`src/rtl/audio_post_mix_if.sv`:
```
// audio_post_mix_if: source strobe/levels in, filtered PCM and strobe out.
// master drives the sources, slave is the post-mix stage.
interface audio_post_mix_if;
  logic               ce_in;
  logic        [15:0] tia_aud;
  logic        [15:0] pokey_aud;
  logic        [15:0] ym_l;
  logic        [15:0] ym_r;
  logic               mute;
  logic signed [15:0] audio_l;
  logic signed [15:0] audio_r;
  logic               sample_valid;

  modport master (
    output ce_in, tia_aud, pokey_aud,
    output ym_l, ym_r, mute,
    input  audio_l, audio_r, sample_valid
  );

  modport slave (
    input  ce_in, tia_aud, pokey_aud,
    input  ym_l, ym_r, mute,
    output audio_l, audio_r, sample_valid
  );
endinterface

```
`src/rtl/audio_post_mix.sv`:
```
// audio_post_mix: saturating mix, signed PCM, one-pole LPF, decimator.
// Define AUDIO_POST_MIX_DCBLOCK_EN to turn S4 into a DC blocker.
module audio_post_mix #(
  parameter int LPF_SHIFT = 4,
  parameter int DECIM     = 16,
  parameter int DC_SHIFT  = 9
) (
  input logic             clk_sys,
  input logic             reset_n,
  audio_post_mix_if.slave bus
);

  localparam logic [7:0] CNT_TOP = 8'(DECIM - 1);

  function automatic logic [17:0] mix(
    input logic [15:0] a,
    input logic [15:0] b,
    input logic [15:0] c,
    input logic        m
  );
    return m ? 18'h08000
             : 18'(a) + 18'(b) + 18'(c);
  endfunction

  function automatic logic signed [15:0] to_pcm(
    input logic [17:0] s
  );
    logic [15:0] sat;
    sat = (s > 18'h0FFFF) ? 16'hFFFF : s[15:0];
    return {~sat[15], sat[14:0]};
  endfunction

  // Step is floored; |step| <= |pcm - lp| so lp stays in range.
  function automatic logic signed [15:0] iir(
    input logic signed [15:0] lp,
    input logic signed [15:0] pcm
  );
    logic signed [16:0] d;
    d = (17'(pcm) - 17'(lp)) >>> LPF_SHIFT;
    return lp + d[15:0];
  endfunction

  logic               v1_q, v1_d;
  logic               v2_q, v2_d;
  logic               v3_q, v3_d;
  logic               v4_q, v4_d;
  logic        [17:0] sum_l_q, sum_l_d;
  logic        [17:0] sum_r_q, sum_r_d;
  logic signed [15:0] pcm_l_q, pcm_l_d;
  logic signed [15:0] pcm_r_q, pcm_r_d;
  logic signed [15:0] lp_l_q, lp_l_d;
  logic signed [15:0] lp_r_q, lp_r_d;
  logic signed [15:0] out_l, out_r;
  logic signed [15:0] aud_l_q, aud_l_d;
  logic signed [15:0] aud_r_q, aud_r_d;
  logic         [7:0] cnt_q, cnt_d;
  logic               vld_q, vld_d;

  always_comb begin
    v1_d    = bus.ce_in;
    v2_d    = v1_q;
    v3_d    = v2_q;
    v4_d    = v3_q;
    sum_l_d = sum_l_q;
    sum_r_d = sum_r_q;
    pcm_l_d = pcm_l_q;
    pcm_r_d = pcm_r_q;
    lp_l_d  = lp_l_q;
    lp_r_d  = lp_r_q;
    if (bus.ce_in) begin
      sum_l_d = mix(bus.tia_aud, bus.pokey_aud,
                    bus.ym_l, bus.mute);
      sum_r_d = mix(bus.tia_aud, bus.pokey_aud,
                    bus.ym_r, bus.mute);
    end
    if (v1_q) begin
      pcm_l_d = to_pcm(sum_l_q);
      pcm_r_d = to_pcm(sum_r_q);
    end
    if (v2_q) begin
      lp_l_d = iir(lp_l_q, pcm_l_q);
      lp_r_d = iir(lp_r_q, pcm_r_q);
    end
  end

  always_ff @(posedge clk_sys or negedge reset_n) begin
    if (!reset_n) begin
      v1_q    <= 1'b0;
      v2_q    <= 1'b0;
      v3_q    <= 1'b0;
      v4_q    <= 1'b0;
      sum_l_q <= '0;
      sum_r_q <= '0;
      pcm_l_q <= '0;
      pcm_r_q <= '0;
      lp_l_q  <= '0;
      lp_r_q  <= '0;
    end else begin
      v1_q    <= v1_d;
      v2_q    <= v2_d;
      v3_q    <= v3_d;
      v4_q    <= v4_d;
      sum_l_q <= sum_l_d;
      sum_r_q <= sum_r_d;
      pcm_l_q <= pcm_l_d;
      pcm_r_q <= pcm_r_d;
      lp_l_q  <= lp_l_d;
      lp_r_q  <= lp_r_d;
    end
  end

`ifdef AUDIO_POST_MIX_DCBLOCK_EN
  function automatic logic signed [16:0] dcb(
    input logic signed [15:0] lp,
    input logic signed [15:0] lpp,
    input logic signed [16:0] y
  );
    logic signed [18:0] t;
    t = 19'(lp) - 19'(lpp) + 19'(y)
      - 19'(y >>> DC_SHIFT);
    if (t > 19'sd32767) return 17'sd32767;
    if (t < -19'sd32768) return -17'sd32768;
    return t[16:0];
  endfunction

  logic signed [15:0] lpp_l_q, lpp_l_d;
  logic signed [15:0] lpp_r_q, lpp_r_d;
  logic signed [16:0] y_l_q, y_l_d;
  logic signed [16:0] y_r_q, y_r_d;

  always_comb begin
    lpp_l_d = lpp_l_q;
    lpp_r_d = lpp_r_q;
    y_l_d   = y_l_q;
    y_r_d   = y_r_q;
    if (v3_q) begin
      y_l_d   = dcb(lp_l_q, lpp_l_q, y_l_q);
      y_r_d   = dcb(lp_r_q, lpp_r_q, y_r_q);
      lpp_l_d = lp_l_q;
      lpp_r_d = lp_r_q;
    end
  end

  always_ff @(posedge clk_sys or negedge reset_n) begin
    if (!reset_n) begin
      lpp_l_q <= '0;
      lpp_r_q <= '0;
      y_l_q   <= '0;
      y_r_q   <= '0;
    end else begin
      lpp_l_q <= lpp_l_d;
      lpp_r_q <= lpp_r_d;
      y_l_q   <= y_l_d;
      y_r_q   <= y_r_d;
    end
  end

  assign out_l = y_l_q[15:0];
  assign out_r = y_r_q[15:0];
`else
  logic signed [15:0] out_l_q, out_l_d;
  logic signed [15:0] out_r_q, out_r_d;

  always_comb begin
    out_l_d = out_l_q;
    out_r_d = out_r_q;
    if (v3_q) begin
      out_l_d = lp_l_q;
      out_r_d = lp_r_q;
    end
  end

  always_ff @(posedge clk_sys or negedge reset_n) begin
    if (!reset_n) begin
      out_l_q <= '0;
      out_r_q <= '0;
    end else begin
      out_l_q <= out_l_d;
      out_r_q <= out_r_d;
    end
  end

  assign out_l = out_l_q;
  assign out_r = out_r_q;
`endif

  always_comb begin
    cnt_d   = cnt_q;
    aud_l_d = aud_l_q;
    aud_r_d = aud_r_q;
    vld_d   = 1'b0;
    if (v4_q) begin
      if (cnt_q == CNT_TOP) begin
        cnt_d   = '0;
        aud_l_d = out_l;
        aud_r_d = out_r;
        vld_d   = 1'b1;
      end else begin
        cnt_d = cnt_q + 8'd1;
      end
    end
  end

  always_ff @(posedge clk_sys or negedge reset_n) begin
    if (!reset_n) begin
      cnt_q   <= '0;
      aud_l_q <= '0;
      aud_r_q <= '0;
      vld_q   <= 1'b0;
    end else begin
      cnt_q   <= cnt_d;
      aud_l_q <= aud_l_d;
      aud_r_q <= aud_r_d;
      vld_q   <= vld_d;
    end
  end

  assign bus.audio_l      = aud_l_q;
  assign bus.audio_r      = aud_r_q;
  assign bus.sample_valid = vld_q;

endmodule

```
`src/flat_wrapper.sv`:
```
// flat-port wrapper written by rule: the top's interface ports become plain ports
module audio_post_mix_flat 
#(
  parameter int LPF_SHIFT = 4,
  parameter int DECIM     = 16,
  parameter int DC_SHIFT  = 9
)
  (clk_sys, reset_n, bus_ce_in, bus_tia_aud, bus_pokey_aud, bus_ym_l, bus_ym_r, bus_mute, bus_audio_l, bus_audio_r, bus_sample_valid);
  audio_post_mix_if bus_i ();
  input logic clk_sys;
  input logic reset_n;
  input wire logic [$bits(bus_i.ce_in)-1:0] bus_ce_in;
  input wire logic [$bits(bus_i.tia_aud)-1:0] bus_tia_aud;
  input wire logic [$bits(bus_i.pokey_aud)-1:0] bus_pokey_aud;
  input wire logic [$bits(bus_i.ym_l)-1:0] bus_ym_l;
  input wire logic [$bits(bus_i.ym_r)-1:0] bus_ym_r;
  input wire logic [$bits(bus_i.mute)-1:0] bus_mute;
  output wire logic [$bits(bus_i.audio_l)-1:0] bus_audio_l;
  output wire logic [$bits(bus_i.audio_r)-1:0] bus_audio_r;
  output wire logic [$bits(bus_i.sample_valid)-1:0] bus_sample_valid;
  assign bus_i.ce_in = bus_ce_in;
  assign bus_i.tia_aud = bus_tia_aud;
  assign bus_i.pokey_aud = bus_pokey_aud;
  assign bus_i.ym_l = bus_ym_l;
  assign bus_i.ym_r = bus_ym_r;
  assign bus_i.mute = bus_mute;
  assign bus_audio_l = bus_i.audio_l;
  assign bus_audio_r = bus_i.audio_r;
  assign bus_sample_valid = bus_i.sample_valid;
  audio_post_mix #(.LPF_SHIFT(LPF_SHIFT), .DECIM(DECIM), .DC_SHIFT(DC_SHIFT)) u_core (.clk_sys(clk_sys), .reset_n(reset_n), .bus(bus_i));
endmodule
```
`config.mk`:
```
export PLATFORM = sky130hd
export DESIGN_NAME = audio_post_mix_flat
export DESIGN_NICKNAME = d
export VERILOG_FILES = /design/src/rtl/audio_post_mix_if.sv /design/src/rtl/audio_post_mix.sv /design/src/flat_wrapper.sv
export SDC_FILE = /design/constraint.sdc
export NUM_CORES = 1
export LEC_CHECK = 0
export ABC_AREA = 1
export ABC_CLOCK_PERIOD_IN_PS = 3200
export BUFFER_PORTS_ARGS = -buffer_cell sky130_fd_sc_hd__buf_2
export CAP_MARGIN = 10
export CORE_MARGIN = 1
export CORE_UTILIZATION = 50
export DETAILED_ROUTE_END_ITERATION = 8
export PLACE_DENSITY = 0.72
export SYNTH_ARGS = -nofsm -noshare
export SYNTH_HDL_FRONTEND = slang
export SYNTH_SLANG_ARGS = --single-unit
```
`constraint.sdc`:
```
create_clock -name clk_sys -period 3.2 [get_ports clk_sys]
set_clock_uncertainty 0.2 [all_clocks]
set_input_delay 0.32 -clock clk_sys [delete_from_list [all_inputs] [get_ports clk_sys]]
set_output_delay 0.32 -clock clk_sys [all_outputs]
set_load 0.02 [all_outputs]
```
# ---- Word level (Yosys, flattened, before mapping)
# Index checks and enable logic that the tools add are counted.
dict set report totals {
  elab_cells 37
  rom_bits 0
  latchBits 0
  output_inout_bits 33
  register_bits 177
  in_bits 68
  mem_bits_rw 0
  memories 0
}
dict set report op_classes {
  n_addsub 8
  muxes 7
  n_lt_le_gt_ge 2
  n_div 0
  bitwise 2
  multipliers 0
  reduce_logical 1
  n_eq_ne 1
  shifts 0
}
# op n
set ops {}
lappend ops {{$gt 18x16->1 const B} 2}
lappend ops {{$mux 18} 2}
lappend ops {{$sub 16x16->17} 2}
lappend ops {{$add 16x16->16} 2}
lappend ops {{$mux 16} 2}
lappend ops {{$add 17x16->18} 1}
lappend ops {{$add 18x16->18} 1}
lappend ops {{$add 16x16->17} 1}
lappend ops {{$add 8x1->8 const B} 1}
lappend ops {{$eq 8x4->1 const B} 1}
lappend ops {{$mux 8} 1}
lappend ops {{$mux 1} 2}
lappend ops {{$not 1->1} 2}
lappend ops {{$reduce_and 2->1} 1}

# ---- Logic depth before layout (Yosys ltp)
dict set report depth {
  word_depth 3
  ltp_mapped 23
  ltp_nobuf 23
}

# ---- Worst setup path after synthesis
# OpenSTA, ideal clock, no wires.
dict set report synth_timing {
  kind {register -> register}
  from {register u_core.lp_r_q[4]}
  to {register u_core.lp_r_q[14]}
  stages_incl_launch_ff 17
  n_path_buf 0
  arrival_ps 2726
  slack_ps 140
  required_ps 2866
  synth_period_minus_slack_ps 3060
  setup_time_ps 134
  path_cell_list {dfrtp_1 > inv_1 > ha_1 > a21oi_1 > o21ai_0 > a21oi_1 > o21ai_2 > nand3_1 > nand2_1 > xor2_1 > ha_1 > a21oi_1 > o21ai_0 > a211oi_1 > nand3_1 > nand3_1 > o21ai_0}
}
dict set report synth_between {
  elab_chain_cells 2
}
# element line_no
set synth_lines {}
lappend synth_lines {{from (decl)} audio_post_mix.sv:52} ;# logic signed [15:0] lp_r_q, lp_r_d;
lappend synth_lines {{from (signal assigned)} audio_post_mix.sv:108} ;# lp_r_q <= lp_r_d;
lappend synth_lines {{$sub 16x16->17} audio_post_mix.sv:39} ;# d = (17'(pcm) - 17'(lp)) >>> LPF_SHIFT;
lappend synth_lines {{$add 16x16->16 (*)} audio_post_mix.sv:40} ;# return lp + d[15:0];
# Mark *: on every way between the ends. The rest lies on a longest branch, timed or not.
# A chain may end at the register's enable or synchronous reset.

# ---- Worst setup path in the final report
dict set report layout_timing {
  from {register u_core.lp_l_q[8]}
  to {register u_core.lp_l_q[15]}
}
dict set report layout_between {
  elab_chain_cells 2
}
# element line_no
set layout_lines {}
lappend layout_lines {{from (decl)} audio_post_mix.sv:51} ;# logic signed [15:0] lp_l_q, lp_l_d;
lappend layout_lines {{from (signal assigned)} audio_post_mix.sv:107} ;# lp_l_q <= lp_l_d;
lappend layout_lines {{$sub 16x16->17} audio_post_mix.sv:39}
lappend layout_lines {{$add 16x16->16 (*)} audio_post_mix.sv:40}
# Marks and branches as above.

==> metrics.yaml <==
status: "finished, violations left"
violations: "negative setup slack"
syn_inst: 1562
synth_seq_cells: 177
layout-drive-gt1-share: 0.293
place.gp.congestion: 0.946
synth_most_common_cell: "nand2_1"
layout.cells.non_filler: 2189
hp-start: "bus_ce_in"
start_util: 0.508
slew_viol_final: 0
hold_class: "input pin to flip-flop"
critical_path.top_delay_family: "simple AND/OR/NAND/NOR gates"
die_x_um: 156
async_flop_share: 1.00
worstSetupStartpointType: "flip-flop"
crit_buf_inv: 3
syn2layout_area_growth_pct: 32.5
setup_ws_ns: -0.0392
drc_errors: 0
grt_usage: 0.244
die-area_um2: 24400
grt_pass1_vias: 10700
cts_sinks: 177
grt_setup_unrepaired: "true"
critPathMostFrequentCell: "nand2_1"
r2r-start: "u_core.lp_l_q[8]$_DFFE_PN0P_"
ff_latch_area_um2: 4430
endpoint_kind: "flip-flop"
worstPathMaxFanout: 4
antenna_left: 0
cts_root_buf: "clkbuf_16"
clk_pin_slew_worst_paths_ns: 0.06
pin_count: 101
synth.distinct_cells: 45
fmax_mhz: 309
ys_warn_count: 0
worstSkewPairLatency_ns: 0.43
synth_edf_count: 0
nFillCells: 1897
ff2ff_path_depth: 17
synthTopCellsByArea: "dfrtp_1, ha_1, nand2_1"
nets: 2043
syn_avg_cell_area_um2: 7.61
r2r-end: "u_core.lp_l_q[15]$_DFFE_PN0P_"
relSlewSlack: 0.315
grt_max_degree: 86
synth_nets: 1746
hold_depth: 4
synthFlopType: "dfrtp_1"
synth_top_cell_area_share: 0.373
path_class: "flip-flop to flip-flop"
num_rows: 56
slowest_stage: "dfrtp_1"
finalHoldViolations: 0
numCtsBuffers: 17
top_regs: "u_core.sum_l_q: 18 flops, u_core.sum_r_q: 18 flops"
path_cells: "inv_2, ha_4, buf_4, nand2_1, o21ai_0, a221oi_1, nand2_1, xor2_1, ha_1, buf_4, nand2_1, nand3_2, a21oi_2, nand2_1, nand3b_1, nand4_1, nand2_1"
cp-startpoint: "u_core.lp_l_q[8]$_DFFE_PN0P_"
place_inst: 2120
viasPerCell: 5.17
grt_pass1_wl_um: 48400
worst_ep_required_time_ns: 3.31
drt-total-wl_um: 30500
setup_viol: 3
cts_max_level: 4
synthTopCellsByCount: "nand2_1, inv_1, dfrtp_1"
maxCapViolCount: 0
cts_tree: "built"
cts.path.max_buffers: 2
overflow: 0
antenna_found_initial: 0
antenna_cells: 0
synth_top_area_cell: "dfrtp_1"
syn-cell-area_um2: 11900
dr.first_iter.drc_count: 715
r2r_setup_slack_ns: -0.04
vias: 11300
wl_per_cell_um: 13.9
dr.pass1.iters: 5
worstMarginPinSlew_ns: 1.03
hpwlAfterDp_um: 21900
period_minus_slack_ns: 3.24
multi_input_area_um2: 7370
critPathMaxStageDelay_ns: 0.43
die_y_um: 156
yosysSeqAreaShare: 0.373
hold_end: "u_core.sum_r_q[16]$_DFFE_PN0P_"
core_um2: 23400
finalCritPeriodShare: 1.01
hold_ws_ns: 0.0468
io_buffers: 100
crit_arrival_ns: 3.35
-- what timing repair did --
| action | in CTS | in global routing |
|---|---|---|
| endpoints found under the hold margin | 83 | 0 |
| gates resized for setup | 54 | 146 |
| buffers inserted | 16 | 23 |
| hold buffers | 1 | 0 |
| pin swaps | 26 | 81 |
| endpoints found under the setup margin | 15 | 28 |
-- final cells by class --
class / instances / area share
Clock buffer: 19 / 0.0281
Clock inverter: 11 / 0.00683
Tap cell: 319 / 0.0253
Timing Repair Buffer: 313 / 0.136
Inverter: 229 / 0.0546
Multi-Input combinational cell: 1121 / 0.468
Sequential cell: 177 / 0.281
-- cell families after synthesis --
family / share of synthesized area
and+or+nand+nor: 0.207
AOI/OAI and AO/OA: 0.173
buffers and inverters: 0.0840
DFF: 0.373
adders and majority gates: 0.125
xor gates and xnor gates: 0.0383
-- routing by layer --
layer / part of all wire / global-route usage / vias to the layer above / wire length, um
li1: - / - / 5761 / -
met1: 0.46 / 0.327 / 5190 / 14000
met2: 0.47 / 0.410 / 307 / 14500
met3: 0.044 / 0.0308 / 50 / 1350
met4: 0.021 / 0.0775 / 0 / 633
met5: 0 / 0 / - / 0
-- cells in the final DEF (no fill, tap or decap), drive strengths merged --
cell         instances
nand2              347
buf                312
inv                229
dfrtp              177
o21ai              168
nor2               134
ha                 111
a21oi              104
nand3               67
a31oi               35
xor2                31
xnor2               21
clkbuf              19
nor3                19
o22ai               18
a21o                13
nand4               12
a211oi               6
nand3b               5
clkinvlp             5
fa                   5
clkinv               5
a221oi               4
o21bai               4
and2                 4
nor4                 3
a21boi               2
o32ai                2
o211ai               2
o21a                 1
a311oi               1
o31ai                1
nor3b                1
bufinv               1
dlygate4sd3          1
-- worst max-delay path by stage --
stage                                     endpoint  slack [ns]  depth (start not counted)
detailed placement  u_core.sum_r_q[16]$_DFFE_PN0P_       -0.25                         19
CTS                  u_core.lp_l_q[14]$_DFFE_PN0P_       0.002                         19
floorplan            u_core.lp_r_q[14]$_DFFE_PN0P_        0.14                         16
finish               u_core.lp_l_q[15]$_DFFE_PN0P_       -0.04                         17
global placement    u_core.sum_l_q[15]$_DFFE_PN0P_       -0.16                         18
global route         u_core.lp_l_q[15]$_DFFE_PN0P_       -0.27                         21
-- worst register-to-register path, cell delays in order (launching register included) --
cell and delay [ns]:
dfrtp_1 0.43, inv_2 0.10, ha_4 0.21, buf_4 0.15, nand2_1 0.09, o21ai_0 0.11
a221oi_1 0.29, nand2_1 0.11, xor2_1 0.15, ha_1 0.37, buf_4 0.17, nand2_1 0.07
nand3_2 0.10, a21oi_2 0.15, nand2_1 0.07, nand3b_1 0.20, nand4_1 0.10, nand2_1 0.06
-- through the flow --
step | setup WS (ns) | area [um^2] | TNS [ns] | util
2_1_floorplan | 0.140 | 11900 | 0 | -
3_3_place_gp | -0.162 | 14000 | -1.78 | 0.598
3_5_place_dp | -0.252 | 14000 | -3.91 | 0.598
4_1_cts | 0.00195 | 14900 | 0 | 0.638
5_1_grt | -0.268 | 15700 | -1.88 | 0.673
6_report | -0.0392 | 15700 | -0.0888 | 0.673
Power is not shown: default switching activity piles up to over one toggle a cycle in this logic, so the estimate is an artifact.
